File: src/rtl/qpsk_demapper_if.sv
// Symbol-in / bit-out stream bundle for the QPSK demapper.
// master = surrounding logic (symbol source and bit sink); slave = the demapper.
interface qpsk_demapper_if #(
   parameter int unsigned WIDTH = 32
);
   logic                    in_valid;
   logic                    in_ready;
   logic signed [WIDTH-1:0] in_re;
   logic signed [WIDTH-1:0] in_im;
   logic                    out_valid;
   logic                    out_ready;
   logic                    out_bit;
   logic                    out_first;

   modport master (
      output in_valid, in_re, in_im, out_ready,
      input  in_ready, out_valid, out_bit, out_first
   );

   modport slave (
      input  in_valid, in_re, in_im, out_ready,
      output in_ready, out_valid, out_bit, out_first
   );
endinterface

File: src/rtl/qpsk_demapper.sv
// QPSK hard-decision slicer: sign decisions buffered in a FIFO, serialised as bit1 (re) then bit2 (im).
// Optional macro DEMAP_ERR_EN builds the saturating decision-error accumulator.
module qpsk_demapper #(
   parameter int unsigned WIDTH      = 32,
   parameter int unsigned AMP        = 46341,
   parameter int unsigned FIFO_DEPTH = 4,
   parameter int unsigned CNT_W      = 16
) (
   input  logic               clk,
   input  logic               rst,
   qpsk_demapper_if.slave     bus,
   input  logic               clr_stats,
   output logic [CNT_W-1:0]   sym_cnt,
   output logic [47:0]        err_acc
);
   localparam int unsigned PTR_W = $clog2(FIFO_DEPTH);
   localparam int unsigned CNTF_W = PTR_W + 1;

   typedef enum logic [1:0] {IDLE, BIT1, BIT2} state_t;

   logic [1:0]        mem [FIFO_DEPTH];
   logic [PTR_W-1:0]  wr_ptr, rd_ptr;
   logic [CNTF_W-1:0] count;
   logic [1:0]        head;
   logic              push, pop, not_empty;

   state_t state, state_n;
   logic   out_valid_q, out_bit_q, out_first_q, b2_q;
   logic   valid_n, bit_n, first_n, b2_n, cnt_inc;

   assign bus.in_ready  = !rst && (count != CNTF_W'(FIFO_DEPTH));
   assign push          = bus.in_valid && bus.in_ready;
   assign not_empty     = (count != '0);
   assign head          = mem[rd_ptr];
   assign bus.out_valid = out_valid_q;
   assign bus.out_bit   = out_bit_q;
   assign bus.out_first = out_first_q;

   // Decision FIFO: each entry holds {re<0, im<0}
   always_ff @(posedge clk or posedge rst) begin
      if (rst) begin
         mem    <= '{default: '0};
         wr_ptr <= '0;
         rd_ptr <= '0;
         count  <= '0;
      end else begin
         if (push) begin
            mem[wr_ptr] <= {bus.in_re[WIDTH-1], bus.in_im[WIDTH-1]};
            wr_ptr      <= wr_ptr + PTR_W'(1);
         end
         if (pop)
            rd_ptr <= rd_ptr + PTR_W'(1);
         case ({push, pop})
            2'b10:   count <= count + CNTF_W'(1);
            2'b01:   count <= count - CNTF_W'(1);
            default: count <= count;
         endcase
      end
   end

   always_ff @(posedge clk or posedge rst) begin
      if (rst) begin
         state       <= IDLE;
         out_valid_q <= 1'b0;
         out_bit_q   <= 1'b0;
         out_first_q <= 1'b0;
         b2_q        <= 1'b0;
      end else begin
         state       <= state_n;
         out_valid_q <= valid_n;
         out_bit_q   <= bit_n;
         out_first_q <= first_n;
         b2_q        <= b2_n;
      end
   end

   // Serialiser: BIT2 reloads straight into BIT1 so back-to-back symbols have no bubble
   always_comb begin
      state_n = state;
      pop     = 1'b0;
      cnt_inc = 1'b0;
      valid_n = out_valid_q;
      bit_n   = out_bit_q;
      first_n = out_first_q;
      b2_n    = b2_q;
      case (state)
         IDLE: begin
            if (not_empty) begin
               pop     = 1'b1;
               valid_n = 1'b1;
               bit_n   = head[1];
               first_n = 1'b1;
               b2_n    = head[0];
               state_n = BIT1;
            end
         end
         BIT1: begin
            if (bus.out_ready) begin
               bit_n   = b2_q;
               first_n = 1'b0;
               state_n = BIT2;
            end
         end
         BIT2: begin
            if (bus.out_ready) begin
               cnt_inc = 1'b1;
               if (not_empty) begin
                  pop     = 1'b1;
                  bit_n   = head[1];
                  first_n = 1'b1;
                  b2_n    = head[0];
                  state_n = BIT1;
               end else begin
                  valid_n = 1'b0;
                  bit_n   = 1'b0;
                  first_n = 1'b0;
                  state_n = IDLE;
               end
            end
         end
         default: begin
            valid_n = 1'b0;
            state_n = IDLE;
         end
      endcase
   end

   always_ff @(posedge clk or posedge rst) begin
      if (rst)
         sym_cnt <= '0;
      else if (clr_stats)
         sym_cnt <= '0;
      else if (cnt_inc)
         sym_cnt <= sym_cnt + CNT_W'(1);
   end

`ifdef DEMAP_ERR_EN
   localparam int unsigned AW = WIDTH + 1;

   // Distance of |x| from the nominal amplitude; the extra bit keeps |-2^(WIDTH-1)| exact
   function automatic logic [AW-1:0] dev(input logic [WIDTH-1:0] x);
      logic [AW-1:0] ext, mag, amp;
      ext = {x[WIDTH-1], x};
      mag = x[WIDTH-1] ? (~ext + AW'(1)) : ext;
      amp = AW'(AMP);
      return (mag >= amp) ? (mag - amp) : (amp - mag);
   endfunction

   logic [AW:0] err_sum;
   logic [48:0] acc_sum;

   assign err_sum = {1'b0, dev(bus.in_re)} + {1'b0, dev(bus.in_im)};
   assign acc_sum = {1'b0, err_acc} + 49'(err_sum);

   always_ff @(posedge clk or posedge rst) begin
      if (rst)
         err_acc <= '0;
      else if (clr_stats)
         err_acc <= '0;
      else if (push)
         err_acc <= acc_sum[48] ? '1 : acc_sum[47:0];
   end
`else
   // Only the sign bits are needed when error tracking is not built
   logic unused_mag;
   assign unused_mag = ^{bus.in_re[WIDTH-2:0], bus.in_im[WIDTH-2:0]};
   assign err_acc    = '0;
`endif

endmodule
File: src/flat_wrapper.sv
// flat-port wrapper written by rule: the top's interface ports become plain ports
module qpsk_demapper_flat 
#(
   parameter int unsigned WIDTH      = 32,
   parameter int unsigned AMP        = 46341,
   parameter int unsigned FIFO_DEPTH = 4,
   parameter int unsigned CNT_W      = 16
)
  (clk, rst, clr_stats, sym_cnt, err_acc, bus_in_valid, bus_in_re, bus_in_im, bus_out_ready, bus_in_ready, bus_out_valid, bus_out_bit, bus_out_first);
  qpsk_demapper_if #(.WIDTH(WIDTH)) bus_i ();
  input  logic clk;
  input  logic rst;
  input  logic clr_stats;
  output logic [CNT_W-1:0] sym_cnt;
  output logic [47:0] err_acc;
  input wire logic [$bits(bus_i.in_valid)-1:0] bus_in_valid;
  input wire logic [$bits(bus_i.in_re)-1:0] bus_in_re;
  input wire logic [$bits(bus_i.in_im)-1:0] bus_in_im;
  input wire logic [$bits(bus_i.out_ready)-1:0] bus_out_ready;
  output wire logic [$bits(bus_i.in_ready)-1:0] bus_in_ready;
  output wire logic [$bits(bus_i.out_valid)-1:0] bus_out_valid;
  output wire logic [$bits(bus_i.out_bit)-1:0] bus_out_bit;
  output wire logic [$bits(bus_i.out_first)-1:0] bus_out_first;
  assign bus_i.in_valid = bus_in_valid;
  assign bus_i.in_re = bus_in_re;
  assign bus_i.in_im = bus_in_im;
  assign bus_i.out_ready = bus_out_ready;
  assign bus_in_ready = bus_i.in_ready;
  assign bus_out_valid = bus_i.out_valid;
  assign bus_out_bit = bus_i.out_bit;
  assign bus_out_first = bus_i.out_first;
  qpsk_demapper #(.WIDTH(WIDTH), .AMP(AMP), .FIFO_DEPTH(FIFO_DEPTH), .CNT_W(CNT_W)) u_core (.clk(clk), .rst(rst), .bus(bus_i), .clr_stats(clr_stats), .sym_cnt(sym_cnt), .err_acc(err_acc));
endmodule
File: config.mk
export PLATFORM = sky130hd
export DESIGN_NAME = qpsk_demapper_flat
export DESIGN_NICKNAME = d
export VERILOG_FILES = /design/src/rtl/qpsk_demapper_if.sv /design/src/rtl/qpsk_demapper.sv /design/src/flat_wrapper.sv
export SDC_FILE = /design/constraint.sdc
export NUM_CORES = 1
export LEC_CHECK = 0
export ABC_AREA = 0
export CORE_UTILIZATION = 38
export DETAILED_ROUTE_END_ITERATION = 8
export PLACE_DENSITY = 0.81
export SLEW_MARGIN = 0
export SYNTH_ARGS = -nofsm -noshare
export SYNTH_HDL_FRONTEND = slang
export SYNTH_SLANG_ARGS = --single-unit
export TNS_END_PERCENT = 100
File: constraint.sdc
create_clock -name clk -period 2.9 [get_ports clk]
set_input_delay 0.29 -clock clk [delete_from_list [all_inputs] [get_ports clk]]
set_output_delay 0.29 -clock clk [all_outputs]
set_load 0.02 [all_outputs]
# [Word-level counts from Yosys, hierarchy flattened]
# Index checks and enable logic that the tools add are counted.
# W data, S select, Z words.
[classes] n_reduce_logical=14 eq_ne=9 muxes=34 magnitude_cmp=3 bitwise_logic=3 add_sub_neg=5
[ops] op="$mux W16" count=2
[ops] op="$add A16 B1 Y16 const B" count=1
[ops] op="$mux W1" count=16
[ops] op="$mux W2" count=6
[ops] op="$pmux W1 S3" count=3
[ops] op="$bwmux W8" count=1
[ops] op="$reduce_and A4 Y1" count=2
[ops] op="$ge A3 B3 Y1 const B" count=2
[ops] op="$ne A2 B2 Y1 const B" count=3
[ops] op="$not A2 Y3" count=2
[ops] op="$pmux W2 S3" count=1
[ops] op="$pmux W3 S2" count=1
[ops] op="$reduce_bool A2 Y1" count=3
[ops] op="$reduce_bool A3 Y1" count=2
[ops] op="$add A2 B1 Y2 const B" count=2
[ops] op="$bmux W2 S2" count=1
[ops] op="$demux W2 S2" count=1
[ops] op="$eq A2 B1 Y1 const B" count=2
[ops] op="$eq A2 B2 Y1 const B" count=2
[ops] op="$pmux W1 S2" count=2
[ops] op="$add A3 B1 Y3 const B" count=1
[ops] op="$logic_and A1 B1 Y1" count=3
[ops] op="$lt A3 B1 Y1 const B" count=1
[ops] op="$ne A3 B3 Y1 const B" count=1
[ops] op="7 further kinds" count=7
[word_totals] output_inout_bits=68 word_cells=81 reg_bits=37 input_bits=69

# [Logic depth before layout (Yosys ltp)]
# Gate-level depths: netlist of the first run.
[depth] depth_word=7 ltp_mapped=10 mapped_depth_nobuf=9

# [Worst setup path after synthesis of the first run]
# No wires, ideal clock.
[synth_path] path_type="register -> register" start="register u_core.state[0]" end="register u_core.count[2]" setup_slack_ps=638 t_arrival_ps=2132 path_stages_with_launch=11 period_less_slack_ps=2262 setup_ps=130 t_required_ps=2770 n_path_buf=1 path_cell_list="dfrtp_1 inv_1 ha_1 clkbuf_1 a21oi_1 nor2_1 ha_1 fa_1 xnor2_1 nor2_1 xor2_1"
[synth_between] elab_chain_cells=4 elab_cells_between_ends=7 classes_between="eq/ne: 3; mux: 2; reduce/logical: 2"
[synth_rtl] element="from (decl)" line="qpsk_demapper.sv:27" text="state_t state, state_n;"
[synth_rtl] element="from (signal assigned)" line="qpsk_demapper.sv:69" text="state <= state_n;"
[synth_rtl] element="$eq A2 B2 Y1 / $logic_not A2 Y1 (equally long branches)" line="qpsk_demapper.sv:86" text="case (state)"
[synth_rtl] element="$pmux W1 S2 (*)" line="qpsk_demapper.sv:86"
[synth_rtl] element="via u_core.pop" line="qpsk_demapper.sv:25" text="logic push, pop, not_empty;"
[synth_rtl] element="$eq A2 B1 Y1 / $eq A2 B2 Y1 (equally long branches)" line="qpsk_demapper.sv:53" text="case ({push, pop})"
[synth_rtl] element="$pmux W3 S2 / $reduce_bool A2 Y1 (equally long branches)"
[synth_rtl] element="to (signal assigned)" line="qpsk_demapper.sv:54" text="2'b10: count <= count + CNTF_W'(1);"
[synth_rtl] element="to (signal assigned)" line="qpsk_demapper.sv:55" text="2'b01: count <= count - CNTF_W'(1);"
[synth_rtl] element="to (signal assigned)" line="qpsk_demapper.sv:56" text="default: count <= count;"
[synth_rtl] element="to (decl)" line="qpsk_demapper.sv:23" text="logic [CNTF_W-1:0] count;"
# Mark *: on every way through the listed nets, which the timed path passes. The rest lies on a longest branch.
# A chain may end at the register's enable or synchronous reset.

# [Worst setup path after layout of the first run]
[layout_path] start="register u_core.count[0]" end="register u_core.count[2]"
[layout_between] elab_chain_cells=6 elab_cells_between_ends=13 classes_between="add/sub: 2; eq/ne: 3; mux: 4; reduce/logical: 4"
[layout_rtl] element="$reduce_bool A3 Y1" line="qpsk_demapper.sv:33" text="assign not_empty = (count != '0);"
[layout_rtl] element="$mux W1" line="qpsk_demapper.sv:88, qpsk_demapper.sv:107"
[layout_rtl] element="$mux W1" line="qpsk_demapper.sv:105" text="if (bus.out_ready) begin"
[layout_rtl] element="$pmux W1 S2" line="qpsk_demapper.sv:86"
[layout_rtl] element="$eq A2 B1 Y1 / $eq A2 B2 Y1 (equally long branches)" line="qpsk_demapper.sv:53"
[layout_rtl] element="$pmux W3 S2 / $reduce_bool A2 Y1 (equally long branches)"
# Several ways; a longest one is shown, not always the timed one.

==> results of run 1 <==
## cell usage after synthesis, types with 4 or more instances
| master | n | area share (%) |
|---|---|---|
| nand2_1 | 13 | 2.1 |
| nor3_1 | 7 | 1.5 |
| dfrtp_1 | 37 | 40 |
| o21ai_0 | 4 | 0.86 |
| xnor2_1 | 11 | 4.1 |
| buf_4 | 48 | 15 |
| inv_1 | 9 | 1.5 |
| mux2_2 | 12 | 5.8 |
| a21oi_1 | 11 | 2.4 |
| xor2_1 | 4 | 1.5 |
| nor2_1 | 19 | 3.1 |
| ha_1 | 11 | 5.9 |
| nand3_1 | 7 | 1.5 |
## state kept, by name, summed over array words and instances, names as in the netlist, 2 cells and up
register        count
u_core.sym_cnt     16
u_core.mem          8
u_core.count        3
u_core.rd_ptr       2
u_core.state        2
u_core.wr_ptr       2
## worst register-to-register path, cell delays in order (launching register included)
cell and delay [ns]:
dfrtp_1 0.46, nor2_1 0.14, a211oi_4 0.43, inv_1 0.09, ha_1 0.24, fa_1 0.44
xnor2_1 0.16, nor2_1 0.06, xor2_1 0.13
## where the power goes
group / switching [W] / total, W / internal, W
registers: 0.000138 / 0.000813 / 0.000675
clock network: 0.000174 / 0.000362 / 0.000188
logic: 0.000432 / 0.000860 / 0.000429
total: 0.000743 / 0.00204 / 0.00129
## through the flow
stage          worst slack [ns]  hold slack [ns]  power [W]  std cells
6_report                  0.630            0.505    0.00204        335
5_1_grt                   0.500            0.525    0.00219        335
4_1_cts                   0.600            0.508    0.00206        335
3_5_place_dp              0.437            0.493    0.00169        328
3_3_place_gp              0.509            0.482    0.00164        328
2_1_floorplan             0.638            0.440    0.00151        275
## final cells by class
| cell class | count | share of cell area (%) |
|---|---|---|
| inverter | 9 | 1.30 |
| clock buffer | 7 | 3.33 |
| timing repair buffer | 30 | 11.2 |
| sequential | 37 | 35.7 |
| tap | 75 | 3.61 |
| multi-input combinational | 177 | 44.9 |
## worst paths after layout
kind / depth (start not counted) / endpoint / start
max in group asynchronous: 3 / u_core.sym_cnt[12] / rst
hold / removal: 1 / u_core.bus.out_valid / u_core.bus.out_valid
min in group asynchronous: 3 / u_core.wr_ptr[0] / rst
hold reg to reg: 1 / u_core.bus.out_valid / u_core.bus.out_valid
setup reg to reg: 8 / u_core.count[2] / u_core.count[0]
setup / recovery: 8 / u_core.count[2] / u_core.count[0]
## cells by family (layout without fill, tap and decap cells)
kind of cell    after synthesis  count (layout)
buf+inv                      61              46
flops                        37              37
other cells                   1              48
compound gates               24              24
xor+xnor                     15              15
fa+ha+maj                    12              12
mux                          16              16
simple gates                 62              62
## per-layer routing
| metal | track usage (%) | vias up |
|---|---|---|
| li1 | - | 732 |
| met1 | 15.0 | 753 |
| met2 | 23.7 | 67 |
| met3 | 3.07 | 11 |
| met4 | 6.96 | 0 |
| met5 | 0 | - |
==> results.toml, run 1 <==
[clock_network]
ctsHoldBuffers = 0
cts_made_buffers = 5
cts_resized = 0
cts.reportedPaths.clkPinSlew_ns = 0.07
clockRootBuffer = "clkbuf_8"
insertion_delay_ns = 0.29
cts_tree = "yes"
cts_buffer_depth = 2
post_cts_buffers = 0
htree_levels = 2
clkSinkCount = 37

[final_layout]
num-fill-cells = 589
final_cell_mix = "48 x conb_1, 37 x dfrtp_1, 26 x clkdlybuf4s50_1"
nets = 341
finalInstanceArea_sq_um = 2600
final_util_pct = 43.9
diodes = 0
drive_gt1_share_pct = 13.1
layout_commonest_cell = "conb_1"
seqCellArea_sq_um = 926
multiInputGateArea_sq_um = 1170
syn_to_final_growth_pct = 11.6

[drt]
vias = 1563
ant_nets = 0
top_layer = "met4"
drc = 0
avgRoutedWirePerCell_um = 11.5
drt_iter0_drc = 81
finalWirelength_um = 3860
first_pass_iters = 4
via_per_inst = 4.67
dr_wl_met2_um = 1950
drt-met1-wl_um = 1640
dr_wl_met3_um = 192

[global_routing]
grt_remaining_overflow = 0
track_usage_pct = 13.4
grt_max_degree = 38
first_global_vias = 1439
grt_pass1_wl_um = 6510
antenna_found_initial = 0

[die]
die_w_um = 80.2
dieArea_sq_um = 6440
core_area_sq_um = 5920
io_pins = 137
rows = 28
start_util_pct = 39.3
die_y_um = 80.2

[setup_path]
cp_max_fo = 8
crit_chain = "nor2_1, a211oi_4, inv_1, ha_1, fa_1, xnor2_1, nor2_1, xor2_1"
reg2reg_slack_ns = 0.63
slowest_stage = "dfrtp_1"
required_ns = 3.07
cp_top_family = "adder cells"
max_stage_delay_ns = 0.46
crit_path_start_kind = "register"
crit_top_cell = "nor2_1"
path_class = "register to register"
crit_buf_inv = 1
crit_path_end_kind = "register"
arrival_ns = 2.45

[timing]
slew_viol_final = 0
max_freq_ghz = 0.441
final.setup.tns_ns = 0
rsz0062_at_grt = "false"
period_share_pct = 78.3
max_slew.worst_pin.slew_ns = 0.646
slew_headroom_pct = 56.8
final-hold-violation-count = 0
post-route-min-period_ns = 2.27
skew_ns = 0.00622
setup_viol = 0

[logic_synthesis]
ys_seq_area_share_pct = 39.8
synth-seq-cells = 37
yosys-mux-area-fraction_pct = 8.71
synth-adder-area-share_pct = 6.78
async_reset_ff_share_pct = 100
synth_compound_area_share_pct = 7.10
yosysUniqueCellTypes = 39
syn_avg_cell_area_sq_um = 10.2
synth_top_family_by_area = "buffers and inverters"
synth-simple-area-share_pct = 14.1
ys_warn_count = 0
yosys_most_used_dff = "dfrtp_1"
syn-cell-area_sq_um = 2330
synth-xor-area-share_pct = 5.65
synth_cells = 228
synth-edff-count = 0

[placed_design]
finalWeightedCongestion = 0.802
hpwlAfterDp_um = 2850
place_area_sq_um = 2510
io_buffers = 26

[status]
status = "complete, no violations"

[worst_hold_path]
hold_path_class = "register to register"

[job]
maxCapViolCount = 0

[pwr]
p_per_area_nw_per_um2 = 784
ir_drop_mv = 0.421
power_leakage_nw = 1.17
(Power assumes the default switching activity.)
==> inputs of run 2 (changes only) <==
--- a/config.mk
+++ b/config.mk
@@ -6,9 +6,9 @@
 export NUM_CORES = 1
 export LEC_CHECK = 0
 export ABC_AREA = 0
-export CORE_UTILIZATION = 38
+export CORE_UTILIZATION = 34
 export DETAILED_ROUTE_END_ITERATION = 8
-export PLACE_DENSITY = 0.81
+export PLACE_DENSITY = 0.76
 export SLEW_MARGIN = 0
 export SYNTH_ARGS = -nofsm -noshare
 export SYNTH_HDL_FRONTEND = slang
==> constraint.sdc (replaced) <==
create_clock -name clk -period 2.08 [get_ports clk]
set_input_delay 0.208 -clock clk [delete_from_list [all_inputs] [get_ports clk]]
set_output_delay 0.208 -clock clk [all_outputs]
set_load 0.02 [all_outputs]
==> run 2 against run 1 <==
  * The run now ends with DRC left
  * Die area up 11%
  * Critical endpoint unchanged
  * Clock skew up 0.0015 ns
  * Via count down 0.45%
  * Flip-flop and latch count unchanged
  * Critical path depth unchanged
  * Global-route usage down 1.1 points
  * Largest cell class unchanged
==> results.toml, run 2 (synthesized netlist as in run 1, its figures left out) <==
[drt]
avgRoutedWirePerCell_um = 11.5
ant_nets = 0
finalWirelength_um = 4000
via_per_inst = 4.50
drc = 9
vias = 1556
drt_iter0_drc = 95
first_pass_iters = 9

[clock_network]
cts.reportedPaths.clkPinSlew_ns = 0.07
htree_levels = 2
insertion_delay_ns = 0.29
ctsHoldBuffers = 0
cts_tree = "yes"
clockRootBuffer = "clkbuf_8"
cts_buffer_depth = 2
clkSinkCount = 37
cts_made_buffers = 5

[final_layout]
regMostFlops = "u_core.sym_cnt"
num-fill-cells = 640
layout_commonest_cell = "conb_1"
syn_to_final_growth_pct = 15.3
finalInstanceArea_sq_um = 2680
final_util_pct = 41.5
diodes = 0
final_cell_mix = "48 x conb_1, 35 x dfrtp_1, 26 x clkdlybuf4s50_1"
nets = 350
drive_gt1_share_pct = 18.6
largest_reg_flops = 16
reg.largest.list = "u_core.sym_cnt: 16 flops, u_core.mem: 8 flops, u_core.count: 3 flops"

[timing]
post-route-min-period_ns = 1.99
final-hold-violation-count = 0
max_freq_ghz = 0.504
slew_viol_final = 0
period_share_pct = 95.5
final.setup.tns_ns = 0
skew_ns = 0.00773
setup_viol = 0
hold_ws_ns = 0.443

[pwr]
ir_drop_mv = 0.917
p_per_area_nw_per_um2 = 1120
power_leakage_nw = 1.21

[global_routing]
antenna_found_initial = 0
first_global_vias = 1507
grt_remaining_overflow = 0
grt_max_degree = 38
grt_pass1_wl_um = 6960
track_usage_pct = 12.3

[die]
core_area_sq_um = 6460
die_y_um = 84.7
io_pins = 137
rows = 29
dieArea_sq_um = 7180
start_util_pct = 36.0
die_w_um = 84.7

[setup_path]
arrival_ns = 2.19
cp_max_fo = 5
path_class = "register to register"
r2r-start = "u_core.state[1]"
crit_path_start_kind = "register"
startpoint = "u_core.state[1]"
required_ns = 2.29
crit_path_end_kind = "register"

[placed_design]
place_area_sq_um = 2570
hpwlAfterDp_um = 2910
finalWeightedCongestion = 0.791
io_buffers = 26

[status]
violations = "DRC"
status = "complete, but fails checks"

[worst_hold_path]
hold_path_class = "primary input to async pin"

[job]
maxCapViolCount = 0
run 2: report_power, final:
part           total [W]  internal [W]  switching [W]
sequential       0.00112      0.000945       0.000179
clock           0.000504      0.000263       0.000241
combinational    0.00136      0.000713       0.000651
run 2: worst paths after layout:
kind                              endpoint  cells after the start  slack [ns]
max                        u_core.count[2]                      8        0.09
min                            u_core.b2_q                      3        0.44
max reg2reg                u_core.count[2]                      8        0.09
min reg2reg                  u_core.mem[4]                      1        0.51
max in group asynchronous  u_core.state[1]                      3        1.29
min in group clk             u_core.mem[4]                      1        0.51
run 2: area by class of cell:
cell class / count / area (sq um) / share of cell area (%)
inverter: 9 / 33.8 / 1.26
timing repair buffer: 39 / 358 / 13.3
tap: 77 / 96.3 / 3.59
clock buffer: 7 / 86.3 / 3.22
multi-input combinational: 177 / 1180 / 44.0
sequential: 37 / 928 / 34.6
run 2: per-layer routing:
layer	track usage, %	wire length (um)
met1	15.6	1840
met4	4.62	61
met3	3.24	195
met5	0	0
met2	20.2	1900
run 2: critical path: stages (launching register included):
cell and delay, ns:
dfrtp_2 0.44, ha_2 0.21, a21oi_2 0.17, nor2_1 0.08, ha_2 0.22, fa_2 0.39
xnor2_1 0.13, nor2_1 0.12, xor2_1 0.15
run 2: timing repair:
| item | 4_1_cts | 5_1_grt |
|---|---|---|
| endpoints found under the setup margin | 0 | 2 |
| buffers inserted | 0 | 2 |
| gates resized for setup | 0 | 5 |
| endpoints found under the hold margin | 0 | 0 |
run 2: through the flow:
stage | power [W] | worst slack [ns] | cells
6_report | 0.00299 | 0.0943 | 346
5_1_grt | 0.00323 | -0.0214 | 346
4_1_cts | 0.00296 | 0.00191 | 344
3_5_place_dp | 0.00245 | -0.0430 | 337
3_3_place_gp | 0.00239 | -0.0381 | 337
2_1_floorplan | 0.00213 | -0.0268 | 275
==> inputs of run 3 (changes only) <==
--- a/config.mk
+++ b/config.mk
@@ -6,6 +6,7 @@
 export NUM_CORES = 1
 export LEC_CHECK = 0
 export ABC_AREA = 0
+export CORE_MARGIN = 1
 export CORE_UTILIZATION = 34
 export DETAILED_ROUTE_END_ITERATION = 8
 export PLACE_DENSITY = 0.76
==> results of run 3 <==
Final layout, timing and power as in run 2 (identical DEF).
